==> src/rtl/maxnet_pkg.sv <==
// maxnet_pkg: shared widths, FSM state encoding and node-index type for the
// four-node MAXNET winner-take-all engine.
//   DATA_W    : operand / result width
//   FRAC_W    : fractional bits appended to each activation
//   ACT_W     : activation register width (DATA_W + FRAC_W)
//   EPS_SHIFT : inhibition weight eps = 2^-EPS_SHIFT (must keep eps < 1/3)
//   SUM_W     : width of the three-peer sum (ACT_W + 2, cannot overflow)
package maxnet_pkg;

    localparam int unsigned DATA_W    = 5;
    localparam int unsigned FRAC_W    = 4;
    localparam int unsigned ACT_W     = DATA_W + FRAC_W;
    localparam int unsigned EPS_SHIFT = 2;
    localparam int unsigned SUM_W     = ACT_W + 2;
    localparam int unsigned N_NODES   = 4;

    typedef enum logic [1:0] {
        IDLE = 2'd0,
        ITER = 2'd1,
        DONE = 2'd2
    } state_e;

    typedef logic [1:0]        node_idx_t;
    typedef logic [DATA_W-1:0] data_t;
    typedef logic [ACT_W-1:0]  act_t;
    typedef logic [SUM_W-1:0]  sum_t;

    // Lowest set bit position of a per-node flag vector; 0 when no bit is set.
    function automatic node_idx_t lowest_set(input logic [N_NODES-1:0] m);
        node_idx_t r;
        r = '0;
        for (int i = N_NODES - 1; i >= 0; i--) begin
            if (m[i]) r = node_idx_t'(i);
        end
        return r;
    endfunction

endpackage

==> src/rtl/maxnet_pe.sv <==
// maxnet_pe: one MAXNET processing element (purely combinational).
// Subtracts ceil(sum_of_peers / 2^EPS_SHIFT) from its own activation and
// clamps the result at zero.
//   self_i   : this node's current activation
//   peer_*_i : the other three nodes' current activations
//   next_o   : activation for the next iteration
module maxnet_pe
    import maxnet_pkg::*;
(
    input  act_t self_i,
    input  act_t peer_a_i,
    input  act_t peer_b_i,
    input  act_t peer_c_i,
    output act_t next_o
);

    sum_t sum_w;
    sum_t pen_w;
    sum_t self_w;
    logic frac_nz_w;

    assign sum_w     = sum_t'(peer_a_i) + sum_t'(peer_b_i) + sum_t'(peer_c_i);
    // Rounding the penalty up guarantees every nonzero node with a nonzero
    // peer loses at least one LSB per iteration, so the network always settles.
    assign frac_nz_w = |sum_w[EPS_SHIFT-1:0];
    assign pen_w     = (sum_w >> EPS_SHIFT) + sum_t'(frac_nz_w);
    assign self_w    = sum_t'(self_i);
    assign next_o    = (self_w > pen_w) ? act_t'(self_w - pen_w) : '0;

endmodule

==> config.mk <==
export PLATFORM = sky130hd
export DESIGN_NAME = maxnet_pe
export DESIGN_NICKNAME = d
export VERILOG_FILES = /design/src/rtl/maxnet_pkg.sv /design/src/rtl/maxnet_pe.sv
export SDC_FILE = /design/constraint.sdc
export NUM_CORES = 1
export LEC_CHECK = 0
export ABC_CLOCK_PERIOD_IN_PS = 5700
export BUFFER_PORTS_ARGS = -buffer_cell sky130_fd_sc_hd__buf_4
export CAP_MARGIN = 10
export CORE_MARGIN = 5
export CORE_UTILIZATION = 44
export DETAILED_ROUTE_END_ITERATION = 16
export PLACE_DENSITY = 0.73
export SYNTH_ARGS = -nofsm -noshare
export SYNTH_HDL_FRONTEND = slang
export SYNTH_SLANG_ARGS = --single-unit
==> constraint.sdc <==
create_clock -name vclk -period 5.7
set_input_delay 0.855 -clock vclk [all_inputs]
set_output_delay 0.855 -clock vclk [all_outputs]
set_load 0.005 [all_outputs]
After elaboration in Yosys (flattened, before gate mapping). Index checks and enable logic that the tools add are counted.

Add/subtract/negate cells: 4. $lt $le $gt $ge: 1. Muxes and demuxes: 1. Reductions and logical operators: 1.

Operator list (count): $add 10x9->11 (1); $add 9x1->10 (1); $add 9x9->10 (1); $gt 9x10->1 (1); $mux 9 (1); $sub 9x9->9 (1); $reduce_or 2->1 (1).

Register bits: 0. Input bits: 36. Word-level logic and storage cells: 7.

Logic depth before layout (Yosys ltp). Gate-level depths: netlist of the first run.

Word-level depth: 6. Mapped depth: 17. Mapped depth without buffers: 17.

Worst setup path after synthesis of the first run. OpenSTA, ideal clock, no wires.

Path kind: in2out. Start point: in peer_a_i[1]. End point: out next_o[4]. Data arrival time: 4.139 ns. Data required time: 4.845 ns. Setup slack: 0.706 ns. Stages: 14. Buffers on the path: 0. Cell sequence: fa_1 -> ha_1 -> fa_1 -> a211oi_4 -> o21a_1 -> nand4_1 -> xnor2_1 -> ha_1 -> a21o_1 -> a21oi_1 -> nor2_1 -> o31a_1 -> o22ai_2 -> nor3_1.

Cells in the longest elaborated chain, start to end: 6. Elaborated cells on any way between the ends: 7. Those cells by class: add/sub (4); order compare (1); mux (1); reduce/logical (1).

RTL lines: start: declaration (line maxnet_pe.sv:11) `input act_t peer_a_i,`; $add 9x9->10 * (line maxnet_pe.sv:22) `assign sum_w = sum_t'(peer_a_i) + sum_t'(peer_b_i) + sum_t'(peer_c_i);`; $add 10x9->11 * (line maxnet_pe.sv:22); $reduce_or 2->1 (line maxnet_pe.sv:25) `assign frac_nz_w = |sum_w[EPS_SHIFT-1:0];`; $add 9x1->10 * (line maxnet_pe.sv:26) `assign pen_w = (sum_w >> EPS_SHIFT) + sum_t'(frac_nz_w);`; $sub 9x9->9 / $gt 9x10->1 (equally long branches) (line maxnet_pe.sv:28) `assign next_o = (self_w > pen_w) ? act_t'(self_w - pen_w) : '0;`; $mux 9 * (line maxnet_pe.sv:28); end: declaration (line maxnet_pe.sv:14) `output act_t next_o`.

Every way passes the cells marked *; elsewhere a longest branch is shown, timed or not.

Worst setup path in the final report of the first run.
Start point: in peer_a_i[1]. End point: out next_o[7].

The elaborated chain is that of the path after synthesis.

==> impl_results.md, run 1 <==
- Outcome: finished clean
- P_leak: 0.730 nW
- Mux cell area share after synthesis: 0%
- Die area: 3740 um2
- Site row count: 18
- Final WL: 2700 um
- Yosys warns: 0
- Number of global-route vias before repair: 1,126
- Vias post-DR: 1,182
- Final hold viol count: 0
- CP max FO: 9
- Synth unique cells: 40
- Ant diodes: 0
- Tcrit/Tclk final: 96.1%
- PwrDens: 351 nW/um2
- Initial antenna violation count: 0
- HPWL after detailed placement: 2420 um
- Fmax: 183 MHz
- Port Buf Inserts: 45
- Grt ovf: 0
- First-pass DRT Iterations: 4
- Placed insts: 216
- Fin nets: 254
- Compound-gate portion of the synthesized area: 22.3%
- Actual slew at the worst max-slew pin: 0.401 ns
- Worst IR Drop VDD: 0.000274 V
- Clock period minus final worst setup slack: 5.48 ns
- Max Slew Vio Count: 0
- Initial DRC Count: 47
- Vias per cell: 5.47
- Final setup vio count: 0
- Seq Cell Count: 0
- Mapped cell area: 1150 um2
- Post-Synth XOR/XNOR Area: 9.13%
- Post-CTS setup repair buffer count: 0
- DRC viols: 0
- Placed Area: 1530 um2
- Crit path DAT: 4.62 ns
- Global-route wire length before repair: 4440 um
- Die width: 61.2 um
- Overall routing resource usage: 14.6%
- Antenna Nets Post-Route: 0
- Largest family of logic cells by synthesized area: adder cells
- Crit end category: output pin
- Data required time of the worst path: 4.85 ns
- Setup TNS: 0 ns
- Critical path class: input pin to output pin
- Worst hold path class: input pin to output pin
- FF/Latch Area: 0 um2
- Mapped Nets: 206
- I/O Pins: 45
- Worst slew margin: 73.1%
- Synth Area in Adders: 39.8%
- Synth Area per Inst: 8.22 um2
- Layout cells sized above 1: 30.1%
- Starting Density: 46.0%
- Worst Setup SP: peer_a_i[1]
- Post-Syn Instances: 140
- Simple-Gate Fraction of Synth Area: 25.5%
- WL/cell: 12.5 um
- Core area: 2500 um2
- Finished Layout Cells: 216
- P&R area growth vs syn: 35.1%
- Routability cong.: 0.985
- Critical Path Source Type: input pin
- Max-cap violations: 0
- Final Instance Area: 1560 um2
- Chip height: 61.2 um
- Register area share after synthesis: 0%
- Pin count of the biggest net entering global routing: 10
- Setup crit end: next_o[7]
- Clk_buf instances: 0
[how the worst min path moves through the flow]
| stage | start | endpoint | slack [ns] | cells past startpoint |
|---|---|---|---|---|
| global route | self_i[0] | next_o[0] | 2.23 | 5 |
| detailed placement | self_i[0] | next_o[0] | 2.18 | 5 |
| CTS | self_i[0] | next_o[0] | 2.18 | 5 |
| finish | self_i[0] | next_o[0] | 2.18 | 5 |
| floorplan | self_i[0] | next_o[0] | 1.93 | 3 |
| global placement | self_i[0] | next_o[0] | 2.19 | 5 |
[critical path, stage by stage]
cell and delay [ns]:
buf_4 0.12, fa_1 0.49, ha_1 0.27, fa_2 0.53, ha_1 0.15, ha_1 0.18
o211a_1 0.17, nand4_1 0.16, xnor2_1 0.18, ha_1 0.36, nand4_1 0.23, a21oi_2 0.21
o31a_1 0.22, o22ai_4 0.14, nor3_1 0.23, buf_4 0.14
[through the flow]
| stage | power, mW | utilization, % | hold slack, ns | setup WS, ns |
|---|---|---|---|---|
| 2_1_floorplan | 0.367 | - | 1.93 | 0.706 |
| 3_3_place_gp | 0.525 | 61.4 | 2.19 | 0.301 |
| 3_5_place_dp | 0.535 | 61.4 | 2.18 | 0.137 |
| 4_1_cts | 0.538 | 61.4 | 2.18 | 0.115 |
| 5_1_grt | 0.609 | 62.2 | 2.23 | -0.0198 |
| 6_report | 0.546 | 62.2 | 2.18 | 0.222 |
[cell usage after synthesis]
cell / instances / area, um2
a211oi_1: 3 / 22.5
a211oi_2: 1 / 12.5
a211oi_4: 1 / 20.0
a21boi_0: 2 / 15.0
a21o_1: 2 / 15.0
a21oi_1: 3 / 15.0
a221oi_1: 1 / 8.76
a22oi_1: 1 / 7.51
a311oi_1: 2 / 17.5
a31oi_1: 1 / 6.26
and2_1: 2 / 12.5
and3_1: 2 / 12.5
fa_1: 11 / 220
ha_1: 19 / 238
inv_1: 10 / 37.5
nand2_1: 5 / 18.8
nand2b_1: 3 / 18.8
nand3_1: 3 / 15.0
nand4_1: 3 / 18.8
nand4b_1: 1 / 8.76
nor2_1: 13 / 48.8
nor2b_1: 5 / 31.3
nor3_1: 7 / 35.0
nor3_2: 1 / 10.0
nor3b_1: 2 / 15.0
nor4_1: 3 / 18.8
o211a_1: 1 / 10.0
o21a_1: 2 / 15.0
o21ai_0: 7 / 35.0
o21ai_1: 2 / 10.0
o21ai_2: 1 / 8.76
o21bai_1: 1 / 7.51
o22ai_2: 1 / 12.5
o31a_1: 2 / 17.5
or2_2: 1 / 6.26
or2b_2: 1 / 8.76
or3_1: 1 / 6.26
or3b_1: 1 / 8.76
xnor2_1: 4 / 35.0
xor2_1: 8 / 70.1
[layout make-up]
type	instances	area (um2)
Multi-Input combinational cell	130	1130
Fill cell	226	945
Timing Repair Buffer	46	345
Inverter	10	37.5
Tap cell	30	37.5
[cells by family after synthesis]
logic type,after synthesis
buffers and inverters,10
AOI/OAI and AO/OA,34
adders and majority gates,30
and+or+nand+nor,54
xor gates and xnor gates,12
[cells in the final DEF (no fill, tap or decap), types with 3 or more instances in the layout]
cell / count
xnor2_1: 4
o21ai_0: 7
nor2b_1: 5
buf_4: 46
nor2_1: 13
nand2_1: 5
a211oi_1: 3
ha_1: 19
nand4_1: 3
nor3_1: 7
nor4_1: 3
nand3_1: 3
inv_1: 10
xor2_1: 7
nand2b_1: 3
fa_1: 10
[what timing repair did]
action                     CTS  global route
hold buffers                 0             0
setup endpoints to repair    0             9
gates resized for setup      0             4
[routing by layer]
| layer | GRT usage (%) | share of wire [%] |
|---|---|---|
| met2 | 26.4 | 49 |
| met5 | 0 | 0 |
| met3 | 0.419 | 6.7 |
| met1 | 19.4 | 43 |
| met4 | 2.48 | 1.3 |
[power breakdown]
group          leakage [nW]  switching (mW)  internal [mW]  total [mW]
Combinational         0.730           0.277          0.268       0.546
Clock                     0               0              0           0
Sequential                0               0              0           0
No activity file was read; power rests on OpenSTA's default activity.
==> inputs of run 2 (changes only) <==
--- a/config.mk
+++ b/config.mk
@@ -5,7 +5,7 @@
 export SDC_FILE = /design/constraint.sdc
 export NUM_CORES = 1
 export LEC_CHECK = 0
-export ABC_CLOCK_PERIOD_IN_PS = 5700
+export ABC_CLOCK_PERIOD_IN_PS = 5650
 export BUFFER_PORTS_ARGS = -buffer_cell sky130_fd_sc_hd__buf_4
 export CAP_MARGIN = 10
 export CORE_MARGIN = 5
==> constraint.sdc (replaced) <==
create_clock -name vclk -period 5.65
set_input_delay 0.8475 -clock vclk [all_inputs]
set_output_delay 0.8475 -clock vclk [all_outputs]
set_load 0.005 [all_outputs]
==> impl_results.md, run 2 (same netlist as run 1, synthesis figures left out) <==
- Routability cong.: 0.986 (was 0.985)
- Finished Layout Cells: 218 (was 216)
- Hold path depth: 5 (unchanged)
- Worst hold path class: input pin to output pin (unchanged)
- Max-cap violations: 0 (unchanged)
- Crit path largest cell delay: 0.53 ns (about the same)
- Grt ovf: 0 (unchanged)
- Multi-input gate area: 1150 um2 (was 1130 um2)
- HPWL after detailed placement: 2420 um (about the same)
- Vias per cell: 5.62 (was 5.47)
- Final core utilization: 63.2% (was 62.2%)
- Initial DRC Count: 61 (was 47)
- Pin count of the biggest net entering global routing: 10 (unchanged)
- Most common cell after layout, fill and taps aside: buf_4 (unchanged)
- Chip height: 61.2 um (unchanged)
- Final WL: 2840 um (was 2700 um)
- DRC viols: 0 (unchanged)
- First-pass DRT Iterations: 4 (unchanged)
- Outcome: finished clean (unchanged)
- Most common cell on crit path: ha_1 (unchanged)
- Setup TNS: 0 ns (unchanged)
- Initial antenna violation count: 0 (unchanged)
- Critical Path Source Type: input pin (unchanged)
- Starting Density: 46.0% (unchanged)
- I/O Pins: 45 (unchanged)
- Fin nets: 256 (was 254)
- Data required time of the worst path: 4.80 ns (was 4.85 ns)
- P&R area growth vs syn: 37.3% (was 35.1%)
- Number of global-route vias before repair: 1,103 (was 1,126)
- Crit path cell chain: buf_4, fa_1, ha_1, fa_2, ha_1, ha_1, o211a_1, nand4_1, xnor2_1, ha_1, nand4_1, a21oi_2, o31a_1, o22ai_4, nor3_1, buf_4 (unchanged)
- CP max FO: 5 (was 9)
- Clock period minus final worst setup slack: 5.44 ns
- Seq Cell Count: 0 (unchanged)
- PwrDens: 361 nW/um2 (was 351 nW/um2)
- Crit path DAT: 4.60 ns (was 4.62 ns)
- Most frequent cells in the layout: buf_4 (47), ha_1 (19), nor2_1 (13) (was buf_4 (46), ha_1 (19), nor2_1 (13))
- Site row count: 18 (unchanged)
- Crit end category: output pin (unchanged)
- Max Slew Vio Count: 0 (unchanged)
- P_leak: 0.738 nW (was 0.730 nW)
- Core area: 2500 um2 (unchanged)
- FF/Latch Area: 0 um2 (unchanged)
- Port Buf Inserts: 45 (unchanged)
- Vias post-DR: 1,226 (was 1,182)
- RSZ-0062 raised after global routing: false
- Global-route wire length before repair: 4230 um (was 4440 um)
- Worst IR Drop VDD: 0.000306 V (was 0.000274 V)
- Hold Slack: 2.16 ns (was 2.18 ns)
- Worst slew margin: 71.2% (was 73.1%)
- Placed Area: 1530 um2 (unchanged)
- Antenna Nets Post-Route: 0 (unchanged)
- Layout cells sized above 1: 31.4% (was 30.1%)
- Critical path class: input pin to output pin (unchanged)
- Clk_buf instances: 0 (unchanged)
- Final setup vio count: 0 (unchanged)
- Tcrit/Tclk final: 96.4%
- Final hold viol count: 0 (unchanged)
- Final Instance Area: 1580 um2 (was 1560 um2)
- Die width: 61.2 um (unchanged)
- Die area: 3740 um2 (unchanged)
- FILL cells: 227 (was 226)
- Ant diodes: 0 (unchanged)
- Fmax: 184 MHz
- WL/cell: 13.0 um (was 12.5 um)
- Placed insts: 216 (unchanged)
- Actual slew at the worst max-slew pin: 0.429 ns (was 0.401 ns)
- CP max stage cell: fa_2 (unchanged)
- Hold_buf cts: 0 (unchanged)
- Overall routing resource usage: 14.0% (was 14.6%)
==> run 2: changes by cell type in the layout (fill, tap and decap cells not counted) <==
cell and delta:
buf_4 +1, o22ai_2 +1, nor3_1 -1, nor3_2 +1
==> run 2: metal layers <==
layer,wire length [um],GRT usage (%),up-vias
met1,1200,17.1,552
met2,1390,27.2,52
met4,37,1.24,0
met5,0,0,-
li1,-,-,618
met3,209,1.05,4
==> run 2: stage by stage <==
step | worst slack (ns) | power [mW]
3_3_place_gp | 0.265 | 0.529
3_5_place_dp | 0.125 | 0.540
6_report | 0.205 | 0.570
2_1_floorplan | 0.671 | 0.371
5_1_grt | 0.00964 | 0.630
4_1_cts | 0.113 | 0.542
==> run 2: worst paths after layout <==
path | slack (ns) | startpoint | to
worst min-delay path | 2.16 | self_i[0] | next_o[0]
worst max-delay path | 0.21 | peer_a_i[1] | next_o[8]
==> run 2: final cells by class <==
class              instances  share of cell area (%)
repair buffers            47                    22.3
multi-input cells        131                    72.9
inverters                 10                    2.38
well taps                 30                    2.38
==> run 2: what timing repair did <==
item | 4_1_cts | 5_1_grt
buffers inserted | 0 | 1
gates resized for setup | 0 | 5
endpoints found under the setup margin | 0 | 9
==> run 2: report_power, final <==
part | switching, mW | total [mW] | internal [mW]
Combinational | 0.294 | 0.570 | 0.277
Clock | 0 | 0 | 0
Sequential | 0 | 0 | 0
Total | 0.294 | 0.570 | 0.277
==> run 2: worst max-delay path, delay by kind of cell <==
family          cells  cell delay [ns]
buf+inv             2             0.27
fa+ha+maj           6             1.98
simple gates        3             0.55
compound gates      4             0.76
xor+xnor            1             0.17
==> inputs of run 3 (changes only) <==
--- a/config.mk
+++ b/config.mk
@@ -11,7 +11,7 @@
 export CORE_MARGIN = 5
 export CORE_UTILIZATION = 44
 export DETAILED_ROUTE_END_ITERATION = 16
-export PLACE_DENSITY = 0.73
+export PLACE_DENSITY = 0.85
 export SYNTH_ARGS = -nofsm -noshare
 export SYNTH_HDL_FRONTEND = slang
 export SYNTH_SLANG_ARGS = --single-unit
==> impl_results.md, run 3 (same netlist as run 1, synthesis figures left out) <==
- Outcome: finished clean (unchanged)
- Most frequent cells in the layout: buf_4 (47), ha_1 (19), nor2_1 (13) (unchanged)
- P_leak: 0.737 nW (was 0.738 nW)
- Max-cap violations: 0 (unchanged)
- Max Slew Vio Count: 0 (unchanged)
- Final WL: 2890 um (was 2840 um)
- Vias per cell: 5.75 (was 5.62)
- Tcrit/Tclk final: 96.4% (about the same)
- Fmax: 184 MHz (about the same)
- HPWL after detailed placement: 2470 um (was 2420 um)
- Finished Layout Cells: 218 (unchanged)
- Ant diodes: 0 (unchanged)
- Initial antenna violation count: 0 (unchanged)
- Data required time of the worst path: 4.80 ns (about the same)
- PwrDens: 362 nW/um2 (was 361 nW/um2)
- Fin nets: 256 (unchanged)
- Critical path class: input pin to output pin (unchanged)
- Site row count: 18 (unchanged)
- Grt ovf: 0 (unchanged)
- Worst hold path class: input pin to output pin (unchanged)
- Actual slew at the worst max-slew pin: 0.386 ns (was 0.429 ns)
- Worst IR Drop VDD: 0.000275 V (was 0.000306 V)
- Hold Slack: 2.17 ns (was 2.16 ns)
- FF/Latch Area: 0 um2 (unchanged)
- I/O Pins: 45 (unchanged)
- Antenna Nets Post-Route: 0 (unchanged)
- Die width: 61.2 um (unchanged)
- First-pass DRT Iterations: 4 (unchanged)
- WL/cell: 13.3 um (was 13.0 um)
- Die area: 3740 um2 (unchanged)
- Worst slew margin: 74.1% (was 71.2%)
- Global-route wire length before repair: 4800 um (was 4230 um)
- Setup TNS: 0 ns (unchanged)
- Routability cong.: 0.924 (was 0.986)
- Final core utilization: 62.6% (was 63.2%)
- Final hold viol count: 0 (unchanged)
- Most common cell after layout, fill and taps aside: buf_4 (unchanged)
- Critical Path Source Type: input pin (unchanged)
- Overall routing resource usage: 15.6% (was 14.0%)
- Port Buf Inserts: 45 (unchanged)
- Clk_buf instances: 0 (unchanged)
- DRC viols: 0 (unchanged)
- Chip height: 61.2 um (unchanged)
- Crit end category: output pin (unchanged)
- Clock period minus final worst setup slack: 5.45 ns (was 5.44 ns)
- CP max FO: 5 (unchanged)
- Vias post-DR: 1,253 (was 1,226)
- Seq Cell Count: 0 (unchanged)
- Starting Density: 46.0% (unchanged)
- P&R area growth vs syn: 36.0% (was 37.3%)
- Layout cells sized above 1: 29.8% (was 31.4%)
- Final setup vio count: 0 (unchanged)
- Crit path DAT: 4.60 ns (about the same)
- Number of global-route vias before repair: 1,214 (was 1,103)
- Core area: 2500 um2 (unchanged)
- Placed insts: 216 (unchanged)
- Initial DRC Count: 70 (was 61)
- Pin count of the biggest net entering global routing: 10 (unchanged)
run 3: cell counts in the layout (fill, tap and decap cells not counted):
Identical to the previous run, type by type.
run 3: timing repair:
action | CTS | global route
setup endpoints to repair | 0 | 9
hold buffers | 0 | 0
buffers inserted | 0 | 1
endpoints found under the hold margin | 0 | 0
gates resized for setup | 0 | 2
run 3: metrics by stage:
step | setup WS (ns) | cell area, um2 | power, mW
2_1_floorplan | 0.671 | 1150 | 0.371
3_3_place_gp | 0.276 | 1530 | 0.527
3_5_place_dp | 0.133 | 1530 | 0.543
4_1_cts | 0.111 | 1530 | 0.545
5_1_grt | -0.00157 | 1570 | 0.634
6_report | 0.204 | 1570 | 0.566
run 3: metal layers:
| layer | vias up | part of all wire, % | track usage (%) |
|---|---|---|---|
| met3 | 0 | 7.6 | 1.26 |
| met5 | - | 0 | 0 |
| met1 | 578 | 41 | 20.3 |
| met2 | 57 | 51 | 29.6 |
| li1 | 618 | - | - |
| met4 | 0 | 0 | 0.310 |
run 3: where the power goes:
part / switching, mW / internal [mW]
Combinational: 0.291 / 0.275
Sequential: 0 / 0
Clock: 0 / 0
Total: 0.291 / 0.275
run 3: final cells by class:
cell class         count  area (um2)
fillers              223         935
inverters             10        37.5
multi-input cells    131        1140
well taps             30        37.5
repair buffers        47         353
run 3: worst paths after layout:
check | depth (start not counted) | slack [ns] | start | to
worst min-delay path | 5 | 2.17 | self_i[0] | next_o[0]
worst max-delay path | 16 | 0.20 | peer_a_i[1] | next_o[6]
run 3: critical path, cell delays in order:
cell and delay, ns:
buf_4 0.12, fa_1 0.47, ha_1 0.26, fa_1 0.45
xor2_1 0.23, ha_1 0.22, o211a_1 0.18, nand4_1 0.16
xnor2_1 0.17, ha_1 0.37, nand4_1 0.17, a21oi_2 0.18
o31a_1 0.27, o22ai_4 0.13, nor3_1 0.23, buf_4 0.15
